<file path="config.mk">
export PLATFORM = sky130hd
export DESIGN_NAME = fpu_issue_ctrl_flat
export DESIGN_NICKNAME = d
export VERILOG_FILES = /design/src/rtl/fpu_pkg.sv /design/src/rtl/fpu_issue_ctrl_if.sv /design/src/rtl/fpu_issue_ctrl.sv /design/src/flat_wrapper.sv
export SDC_FILE = /design/constraint.sdc
export NUM_CORES = 1
export LEC_CHECK = 0
export ABC_CLOCK_PERIOD_IN_PS = 14000
export CAP_MARGIN = 0
export CORE_AREA = 8 8 225 227
export DETAILED_ROUTE_END_ITERATION = 8
export DIE_AREA = 0 0 233 235
export GPL_TIMING_DRIVEN = 0
export PLACE_DENSITY_LB_ADDON = 0.05
export SLEW_MARGIN = 0
export SYNTH_ARGS = -nofsm -noshare
export SYNTH_HDL_FRONTEND = slang
export SYNTH_SLANG_ARGS = --single-unit
</file>
<file path="constraint.sdc">
create_clock -name clk -period 14 [get_ports clk]
set_clock_uncertainty 0.1 [all_clocks]
set_input_delay 2.1 -clock clk [delete_from_list [all_inputs] [get_ports clk]]
set_output_delay 2.1 -clock clk [all_outputs]
set_load 0.05 [all_outputs]
</file>
<file path="src/rtl/fpu_pkg.sv">
// Shared definitions for the FPU issue controller: opcodes, instruction
// field positions, FSM state encoding and datapath widths.
package fpu_pkg;

    localparam int IW = 16;
    localparam int VW = 256;
    localparam int SW = 16;

    localparam int OPC_HI  = 15;
    localparam int OPC_LO  = 12;
    localparam int DEST_HI = 11;
    localparam int DEST_LO = 8;
    localparam int SRCA_HI = 7;
    localparam int SRCA_LO = 4;
    localparam int SRCB_HI = 3;
    localparam int SRCB_LO = 0;

    localparam logic [3:0] OP_VADD  = 4'h1;
    localparam logic [3:0] OP_VDOT  = 4'h2;
    localparam logic [3:0] OP_SMUL  = 4'h3;
    localparam logic [3:0] EXC_ADDR = 4'hF;

    typedef enum logic [1:0] {
        ST_IDLE  = 2'd0,
        ST_ISSUE = 2'd1,
        ST_WB    = 2'd2,
        ST_ABORT = 2'd3
    } state_t;

    function automatic logic is_valid_op(input logic [3:0] op);
        return (op == OP_VADD) || (op == OP_VDOT) || (op == OP_SMUL);
    endfunction

endpackage

</file>
<file path="src/rtl/fpu_issue_ctrl_if.sv">
// FPU-side bus of the issue controller: operation strobes, operand read
// addresses, FPU results, and the vector/scalar register write ports.
interface fpu_issue_ctrl_if;
    import fpu_pkg::*;

    logic          vadd;
    logic          vdot;
    logic          smul;
    logic [3:0]    ra;
    logic [3:0]    rb;
    logic          fpu_done;
    logic          fpu_v;
    logic [VW-1:0] vout;
    logic [SW-1:0] sout;
    logic          vrf_we;
    logic [3:0]    vrf_waddr;
    logic [VW-1:0] vrf_wdata;
    logic          srf_we;
    logic [3:0]    srf_waddr;
    logic [SW-1:0] srf_wdata;

    modport master (
        output vadd, vdot, smul, ra, rb,
        input  fpu_done, fpu_v, vout, sout,
        output vrf_we, vrf_waddr, vrf_wdata,
        output srf_we, srf_waddr, srf_wdata
    );

    modport slave (
        input  vadd, vdot, smul, ra, rb,
        output fpu_done, fpu_v, vout, sout,
        input  vrf_we, vrf_waddr, vrf_wdata,
        input  srf_we, srf_waddr, srf_wdata
    );
endinterface

</file>
<file path="src/rtl/fpu_issue_ctrl.sv">
// Single-instruction FPU issue controller: latches an instruction, strobes
// the FPU until it answers or times out, then writes the result back.
module fpu_issue_ctrl
    import fpu_pkg::*;
#(
    parameter int TIMEOUT = 15
) (
    input  logic              clk,
    input  logic              rst,
    input  logic              start,
    input  logic [IW-1:0]     instr,
    output logic              busy,
    output logic              done,
    output logic              err,
    fpu_issue_ctrl_if.master  fpu
);

    localparam int CNT_W = $clog2(TIMEOUT + 1);
    localparam logic [CNT_W-1:0] CNT_LAST = CNT_W'(TIMEOUT - 1);

    state_t          state_q, state_d;
    logic [IW-1:0]   instr_q, instr_d;
    logic [CNT_W-1:0] cnt_q, cnt_d;
    logic [VW-1:0]   vres_q, vres_d;
    logic [SW-1:0]   sres_q, sres_d;
    logic            vflag_q, vflag_d;
    logic            err_q, err_d;
    logic [3:0]      opc;
    logic [3:0]      dest;

    assign opc  = instr_q[OPC_HI:OPC_LO];
    assign dest = instr_q[DEST_HI:DEST_LO];

    always_ff @(posedge clk or posedge rst) begin
        if (rst) begin
            state_q <= ST_IDLE;
            instr_q <= '0;
            cnt_q   <= '0;
            vres_q  <= '0;
            sres_q  <= '0;
            vflag_q <= 1'b0;
            err_q   <= 1'b0;
        end else begin
            state_q <= state_d;
            instr_q <= instr_d;
            cnt_q   <= cnt_d;
            vres_q  <= vres_d;
            sres_q  <= sres_d;
            vflag_q <= vflag_d;
            err_q   <= err_d;
        end
    end

    always_comb begin
        state_d = state_q;
        instr_d = instr_q;
        cnt_d   = cnt_q;
        vres_d  = vres_q;
        sres_d  = sres_q;
        vflag_d = vflag_q;
        err_d   = err_q;
        case (state_q)
            ST_IDLE: begin
                if (start) begin
                    instr_d = instr;
                    cnt_d   = '0;
                    // err is registered, so an unknown opcode raises it on the way into ABORT
                    err_d   = !is_valid_op(instr[OPC_HI:OPC_LO]);
                    state_d = is_valid_op(instr[OPC_HI:OPC_LO]) ? ST_ISSUE : ST_ABORT;
                end
            end
            ST_ISSUE: begin
                if (cnt_q != CNT_LAST) cnt_d = cnt_q + 1'b1;
                if (fpu.fpu_done) begin
                    vres_d  = fpu.vout;
                    sres_d  = fpu.sout;
                    vflag_d = fpu.fpu_v;
                    state_d = ST_WB;
                end else if (cnt_q == CNT_LAST) begin
                    err_d   = 1'b1;
                    state_d = ST_ABORT;
                end
            end
            default: state_d = ST_IDLE;
        endcase
    end

    always_comb begin
        busy          = (state_q != ST_IDLE);
        done          = 1'b0;
        err           = err_q;
        fpu.ra        = instr_q[SRCA_HI:SRCA_LO];
        fpu.rb        = instr_q[SRCB_HI:SRCB_LO];
        fpu.vadd      = 1'b0;
        fpu.vdot      = 1'b0;
        fpu.smul      = 1'b0;
        fpu.vrf_we    = 1'b0;
        fpu.vrf_waddr = '0;
        fpu.vrf_wdata = '0;
        fpu.srf_we    = 1'b0;
        fpu.srf_waddr = '0;
        fpu.srf_wdata = '0;
        case (state_q)
            ST_ISSUE: begin
                fpu.vadd = (opc == OP_VADD);
                fpu.vdot = (opc == OP_VDOT);
                fpu.smul = (opc == OP_SMUL);
            end
            ST_WB: begin
                done = 1'b1;
                if (opc == OP_VADD || opc == OP_VDOT) begin
                    fpu.vrf_we    = 1'b1;
                    fpu.vrf_waddr = dest;
                    fpu.vrf_wdata = vres_q;
                end
                if (opc == OP_SMUL) begin
                    fpu.srf_we    = 1'b1;
                    fpu.srf_waddr = dest;
                    fpu.srf_wdata = sres_q;
                end else if (opc == OP_VADD && vflag_q) begin
                    // overflow leaves the offending instruction in the exception register
                    fpu.srf_we    = 1'b1;
                    fpu.srf_waddr = EXC_ADDR;
                    fpu.srf_wdata = instr_q;
                end
            end
            ST_ABORT: done = 1'b1;
            default: ;
        endcase
    end

endmodule

</file>
<file path="src/flat_wrapper.sv">
// flat-port wrapper written by rule: the top's interface ports become plain ports
module fpu_issue_ctrl_flat import fpu_pkg::*;
#(
    parameter int TIMEOUT = 15
)
  (clk, rst, start, instr, busy, done, err, fpu_vadd, fpu_vdot, fpu_smul, fpu_ra, fpu_rb, fpu_fpu_done, fpu_fpu_v, fpu_vout, fpu_sout, fpu_vrf_we, fpu_vrf_waddr, fpu_vrf_wdata, fpu_srf_we, fpu_srf_waddr, fpu_srf_wdata);
  fpu_issue_ctrl_if fpu_i ();
  input  logic clk;
  input  logic rst;
  input  logic start;
  input  logic [IW-1:0] instr;
  output logic busy;
  output logic done;
  output logic err;
  output wire logic [$bits(fpu_i.vadd)-1:0] fpu_vadd;
  output wire logic [$bits(fpu_i.vdot)-1:0] fpu_vdot;
  output wire logic [$bits(fpu_i.smul)-1:0] fpu_smul;
  output wire logic [$bits(fpu_i.ra)-1:0] fpu_ra;
  output wire logic [$bits(fpu_i.rb)-1:0] fpu_rb;
  input wire logic [$bits(fpu_i.fpu_done)-1:0] fpu_fpu_done;
  input wire logic [$bits(fpu_i.fpu_v)-1:0] fpu_fpu_v;
  input wire logic [$bits(fpu_i.vout)-1:0] fpu_vout;
  input wire logic [$bits(fpu_i.sout)-1:0] fpu_sout;
  output wire logic [$bits(fpu_i.vrf_we)-1:0] fpu_vrf_we;
  output wire logic [$bits(fpu_i.vrf_waddr)-1:0] fpu_vrf_waddr;
  output wire logic [$bits(fpu_i.vrf_wdata)-1:0] fpu_vrf_wdata;
  output wire logic [$bits(fpu_i.srf_we)-1:0] fpu_srf_we;
  output wire logic [$bits(fpu_i.srf_waddr)-1:0] fpu_srf_waddr;
  output wire logic [$bits(fpu_i.srf_wdata)-1:0] fpu_srf_wdata;
  assign fpu_vadd = fpu_i.vadd;
  assign fpu_vdot = fpu_i.vdot;
  assign fpu_smul = fpu_i.smul;
  assign fpu_ra = fpu_i.ra;
  assign fpu_rb = fpu_i.rb;
  assign fpu_i.fpu_done = fpu_fpu_done;
  assign fpu_i.fpu_v = fpu_fpu_v;
  assign fpu_i.vout = fpu_vout;
  assign fpu_i.sout = fpu_sout;
  assign fpu_vrf_we = fpu_i.vrf_we;
  assign fpu_vrf_waddr = fpu_i.vrf_waddr;
  assign fpu_vrf_wdata = fpu_i.vrf_wdata;
  assign fpu_srf_we = fpu_i.srf_we;
  assign fpu_srf_waddr = fpu_i.srf_waddr;
  assign fpu_srf_wdata = fpu_i.srf_wdata;
  fpu_issue_ctrl #(.TIMEOUT(TIMEOUT)) u_core (.clk(clk), .rst(rst), .start(start), .instr(instr), .busy(busy), .done(done), .err(err), .fpu(fpu_i));
endmodule
</file>
==> results of run 1 <==
-- critical path, cell delays in order, from the launching register on --
cell             delay (ns)
dfrtp_1                0.31
buf_2                  0.22
xor2_2                 0.59
buf_6                  0.30
buf_6                  0.16
and3_2                 0.18
clkdlybuf4s50_1        0.90
-- layout by cell type, fill, tap and decap left out, types with 4 or more instances in the layout --
cell and count:
buf_6 52, nand3_1 4, clkbuf_1 42, diode_2 10, clkdlybuf4s50_1 588, and3_1 254, dfrtp_1 296, a21oi_1 8
clkbuf_16 41, a22oi_1 12, and3_2 11, mux2_1 22, clkbuf_8 10, buf_2 15, buf_4 11, mux2_2 267
nor2_1 20
-- state kept, by name, indices dropped and copies added, names as in the netlist --
register and flops:
u_core.state_q 2, u_core.err 1, u_core.vres_q 256, u_core.instr_q 16
u_core.cnt_q 4, u_core.vflag_q 1, u_core.sres_q 16
-- where the power goes --
group          switching (mW)  internal [mW]  total (mW)
Clock                   0.376          0.623       0.999
Sequential              0.199           1.30        1.49
Combinational            1.03          0.900        1.93
Total                    1.60           2.82        4.42
-- cell families (layout without fill, tap and decap cells) --
kind of cell               after synthesis  count (layout)  synth area share (%)
buffers and inverters                  109             767                  6.29
other                                    0              10                     0
muxes                                  289             289                  23.8
adders and majority gates                2               2                 0.183
xor gates and xnor gates                 1               1                 0.119
and+or+nand+nor                        310             310                  14.1
AOI/OAI and AO/OA                       26              26                  1.31
DFF                                    296             296                  54.2
-- worst max path at each step --
stage | start | to | depth (start not counted)
2_1_floorplan | rst | u_core.cnt_q[0] | 1
3_3_place_gp | rst | u_core.vres_q[8] | 2
3_5_place_dp | u_core.instr_q[13] | fpu_vrf_wdata[71] | 6
4_1_cts | u_core.instr_q[13] | fpu_vrf_wdata[71] | 6
5_1_grt | u_core.instr_q[13] | fpu_vrf_wdata[75] | 6
6_report | u_core.instr_q[13] | fpu_vrf_wdata[251] | 6
-- metal layers --
| metal | GRT usage (%) | share of wire (%) |
|---|---|---|
| met4 | 6.24 | 2.2 |
| met2 | 32.0 | 49 |
| met5 | 0 | 0.21 |
| met3 | 8.58 | 10 |
| met1 | 21.4 | 38 |
-- final cells by class --
type / count / area, µm² / share of cell area [%]
plain buffers: 106 / 848 / 3.91
flip-flops and latches: 296 / 7410 / 34.1
well taps: 615 / 769 / 3.54
clock buffers: 65 / 1220 / 5.60
repair buffers: 591 / 5970 / 27.5
diodes: 10 / 25.0 / 0.115
inverters: 3 / 18.8 / 0.0864
clock inverters: 2 / 60.1 / 0.277
multi-input cells: 628 / 5400 / 24.9
-- stage by stage --
stage	setup TNS (ns)	instance area (µm²)	utilization, %	hold WS (ns)
5_1_grt	0	21700	46.0	0.404
2_1_floorplan	0	13700	-	0.343
3_3_place_gp	-421.46	20300	43.1	0.366
3_5_place_dp	0	20400	43.3	0.374
4_1_cts	0	21700	46.0	0.387
6_report	0	21700	46.1	0.384
==> flow_summary.json, run 1 <==
{
  "synth_top_area_share_pct": 54.2,
  "rsz0062_at_grt": "no",
  "stdcell_count": 2316,
  "vias_per_cell": 4.61,
  "syn_area_mm2": 0.0137,
  "hold_start": "u_core.vres_q[47]",
  "finalPower_mw": 4.42,
  "worst-r2r-cell-count": 6,
  "cts_tree": "built",
  "dieArea_mm2": 0.0548,
  "cap_violations": 0,
  "cts_root_buf": "clkbuf_16",
  "setup_viol": 0,
  "post_cts_buffers": 0,
  "drtIter0Drc": 394,
  "synth-main-ff-cell": "dfrtp_1",
  "worst_pin_slew_ns": 0.699,
  "ys_top_cells_by_count": "296 x dfrtp_1, 267 x mux2_2, 254 x and3_1, 52 x buf_6, 28 x clkbuf_1",
  "clkTransAtPathRegs_ns": 0.05,
  "numClockSinks": 296,
  "dp_cells": 2239,
  "min_period_ns": 5.41,
  "rrSetupSlack_ns": 12.12,
  "cp.arrival_ns": 3.21,
  "reg2reg_from": "u_core.state_q[0]",
  "finalWorstSetupSlack_ns": 8.59,
  "io_buffer_count": 588,
  "max_clock_freq_mhz": 185,
  "yosysSeqAreaShare_pct": 54.2,
  "nets": 1959,
  "wl_per_cell_um": 23.5,
  "timing.final.crit_share_pct": 38.7,
  "yosys_warnings": 0,
  "clock_latency_ns": 0.53,
  "dr.pass1.iters": 5,
  "relSlewSlack_pct": 53.4,
  "critPathKind": "reg2out",
  "rr_endpoint": "u_core.vres_q[239]",
  "crit_fanout": 10,
  "power_density_mw_per_mm2": 204,
  "die_h_um": 235,
  "gp_congestion": 0.775,
  "synth_cells": 1033,
  "hold_path.class": "reg2reg",
  "core_mm2": 0.0471,
  "synth.net_count": 1328,
  "num_io_pins": 589,
  "start_util_pct": 29.0,
  "areaGrowthSynthToFinish_pct": 58.9,
  "synthTopCellsByArea": "dfrtp_1 54%, mux2_2 22%, and3_1 12%, buf_6 4.3%, mux2_1 1.8%",
  "antenna_found_initial": 19,
  "slew_viol_final": 0,
  "grt_pass1_vias": 11300,
  "drcViolationCount": 0,
  "min_path_cells": 1,
  "pre_cts_ws_ns": 9.01,
  "synth.most_common_cell": "dfrtp_1",
  "antenna_left": 0,
  "startpoint_type": "register",
  "post-dp-hpwl_um": 41900,
  "synth-edff-count": 0,
  "cts_buffer_depth": 3,
  "rows": 80,
  "status": "complete, no violations",
  "cp.required_ns": 11.80,
  "cts_max_level": 2,
  "hold_end": "u_core.vres_q[47]",
  "dieWidth_um": 233,
  "endpoint_kind": "primary output",
  "postCtsHoldBufs": 0,
  "cts_buffers": 38,
  "p_leak_nw": 9.78,
  "fill_cells": 4465,
  "syn-mean-instance-area_um2": 13.2,
  "synth.ff_latch_count": 296,
  "totalWireLength_um": 54300,
  "ir_worst_vdd_mv": 0.100,
  "async_reset_ff_share_pct": 100,
  "grt_pass1_wl_um": 78400,
  "num_vias": 10700,
  "yosysTopAreaCell": "dfrtp_1",
  "post_cts_resized": 0,
  "gr-total-overflow": 0,
  "ys_types": 34,
  "grt_usage_pct": 19.1,
  "hold_viol_final": 0,
  "drive_above_1_share_pct": 25.0,
  "grt_max_degree": 99
}
No activity file was read; power rests on OpenSTA's default activity.
==> inputs of run 2 (changes only) <==
--- a/config.mk
+++ b/config.mk
@@ -5,7 +5,7 @@
 export SDC_FILE = /design/constraint.sdc
 export NUM_CORES = 1
 export LEC_CHECK = 0
-export ABC_CLOCK_PERIOD_IN_PS = 14000
+export ABC_CLOCK_PERIOD_IN_PS = 5660
 export CAP_MARGIN = 0
 export CORE_AREA = 8 8 225 227
 export DETAILED_ROUTE_END_ITERATION = 8
==> constraint.sdc (replaced) <==
create_clock -name clk -period 5.66 [get_ports clk]
set_clock_uncertainty 0.1 [all_clocks]
set_input_delay 0.849 -clock clk [delete_from_list [all_inputs] [get_ports clk]]
set_output_delay 0.849 -clock clk [all_outputs]
set_load 0.05 [all_outputs]
==> flow_summary.json, run 2 (synthesis results as in run 1) <==
{
  "status": "complete, no violations",
  "finalPower_mw": 10.7,
  "core_mm2": 0.0471,
  "grt_usage_pct": 19.0,
  "hold_path.class": "reg2reg",
  "power_density_mw_per_mm2": 493,
  "num_vias": 10600,
  "wl_per_cell_um": 23.3,
  "min_path_cells": 1,
  "num_io_pins": 589,
  "start_util_pct": 29.0,
  "cp_top_family": "buffers and inverters",
  "numClockSinks": 296,
  "post_cts_buffers": 0,
  "drive_above_1_share_pct": 25.1,
  "areaGrowthSynthToFinish_pct": 58.2,
  "rsz0062_at_grt": "no",
  "antenna_found_initial": 16,
  "totalWireLength_um": 53900,
  "final_util_pct": 45.9,
  "reg_top3": "u_core.vres_q: 256 flops, u_core.instr_q: 16 flops, u_core.sres_q: 16 flops",
  "gp_congestion": 0.791,
  "clock_latency_ns": 0.52,
  "crit_chain": "buf_2 > xor2_2 > buf_6 > buf_6 > and3_1 > clkdlybuf4s50_1",
  "antenna_left": 0,
  "cp.required_ns": 4.71,
  "p_seq_share_pct": 34.7,
  "crit_buf_inv": 4,
  "final_cell_mix": "588 x clkdlybuf4s50_1, 296 x dfrtp_1, 267 x mux2_2",
  "p_leak_nw": 9.73,
  "post_cts_resized": 0,
  "reg2reg_from": "u_core.state_q[0]",
  "rows": 80,
  "startpoint_type": "register",
  "postCtsHoldBufs": 0,
  "relSlewSlack_pct": 51.8,
  "mostFrequentLayoutCell": "clkdlybuf4s50_1",
  "timing.final.crit_share_pct": 73.6,
  "p_sw_mw": 3.93,
  "crit_fanout": 10,
  "crit_path_top_delay_cell": "clkdlybuf4s50_1",
  "hold_end": "u_core.vres_q[51]",
  "cp.arrival_ns": 3.22,
  "cts_tree": "built",
  "p_int_mw": 6.73,
  "slew_viol_final": 0,
  "min_period_ns": 4.17,
  "hold_viol_final": 0,
  "cts_buffers": 38,
  "io_buffer_count": 588,
  "setup_viol": 0,
  "max_clock_freq_mhz": 240,
  "critPathMaxStageDelay_ns": 0.84,
  "drtIter0Drc": 324,
  "nets": 1965,
  "grt_pass1_wl_um": 78100,
  "gr-total-overflow": 0,
  "rr_endpoint": "u_core.vres_q[242]",
  "ir_worst_vdd_mv": 0.235,
  "critPathKind": "reg2out",
  "die_h_um": 235,
  "grt_max_degree": 38,
  "cts_buffer_depth": 3,
  "switching_share_pct": 36.9,
  "worst_pin_slew_ns": 0.722,
  "crit_top_cell": "buf_6",
  "dieArea_mm2": 0.0548,
  "grt_pass1_vias": 11400,
  "post-dp-hpwl_um": 42700,
  "fill_cells": 4383,
  "worst-r2r-cell-count": 6,
  "dieWidth_um": 233,
  "top_register": "u_core.vres_q",
  "clockPowerShare_pct": 20.6,
  "cap_violations": 0,
  "largest_register_ffs": 256,
  "cts_root_buf": "clkbuf_16",
  "endpoint_kind": "primary output",
  "dr.pass1.iters": 4,
  "drcViolationCount": 0,
  "hold_start": "u_core.vres_q[51]",
  "clkTransAtPathRegs_ns": 0.06,
  "rrSetupSlack_ns": 3.78,
  "cts_max_level": 2,
  "combPwrFrac_pct": 44.8,
  "vias_per_cell": 4.59
}
==> run 2: how the worst max path moves through the flow <==
stage,start,end,slack [ns],cells after the start
after floorplan,rst,u_core.cnt_q[0],0.78,1
after global placement,rst,u_core.vres_q[9],-2.04,2
after detailed placement,u_core.instr_q[13],fpu_vrf_wdata[136],1.93,6
after CTS,u_core.instr_q[13],fpu_vrf_wdata[136],1.32,6
after global routing,u_core.instr_q[13],fpu_vrf_wdata[69],1.28,6
final,u_core.instr_q[13],fpu_vrf_wdata[136],1.49,6
==> run 2: final cells by class <==
class	instances	area (µm²)	share of cell area, %
Clock inverter	6	36.3	0.168
Timing Repair Buffer	597	6070	28.1
Tap cell	615	769	3.56
Clock buffer	54	1060	4.91
Inverter	3	15.0	0.0694
Antenna cell	7	17.5	0.0810
Multi-Input combinational cell	628	5400	25.0
Sequential cell	296	7410	34.3
Buffer	106	848	3.92
==> run 2: metal layers <==
| metal | part of all wire, % | vias to the layer above | GRT usage [%] |
|---|---|---|---|
| met3 | 10 | 79 | 8.57 |
| met2 | 50 | 353 | 32.7 |
| met5 | 0.23 | - | 0 |
| li1 | - | 4948 | - |
| met4 | 2.1 | 20 | 5.57 |
| met1 | 38 | 5222 | 20.9 |
==> run 2: power by group through the flow <==
stage / sequential, mW / combinational, mW / clock, mW
after floorplan: 3.58 / 3.40 / 0
after global placement: 3.70 / 4.79 / 0
after detailed placement: 3.72 / 4.84 / 0
after CTS: 3.69 / 4.85 / 2.29
after global routing: 3.83 / 5.12 / 2.37
final: 3.69 / 4.77 / 2.19
==> run 2: stage by stage <==
stage / TNS, ns / setup WS [ns] / hold slack [ns] / area [µm²] / instances
final: 0 / 1.49 / 0.383 / 21600 / 2312
after global routing: 0 / 1.28 / 0.403 / 21600 / 2309
after CTS: 0 / 1.32 / 0.388 / 21600 / 2305
after detailed placement: 0 / 1.93 / 0.376 / 20500 / 2245
after global placement: -592.02 / -2.04 / 0.365 / 20300 / 2236
after floorplan: 0 / 0.780 / 0.343 / 13700 / 1033
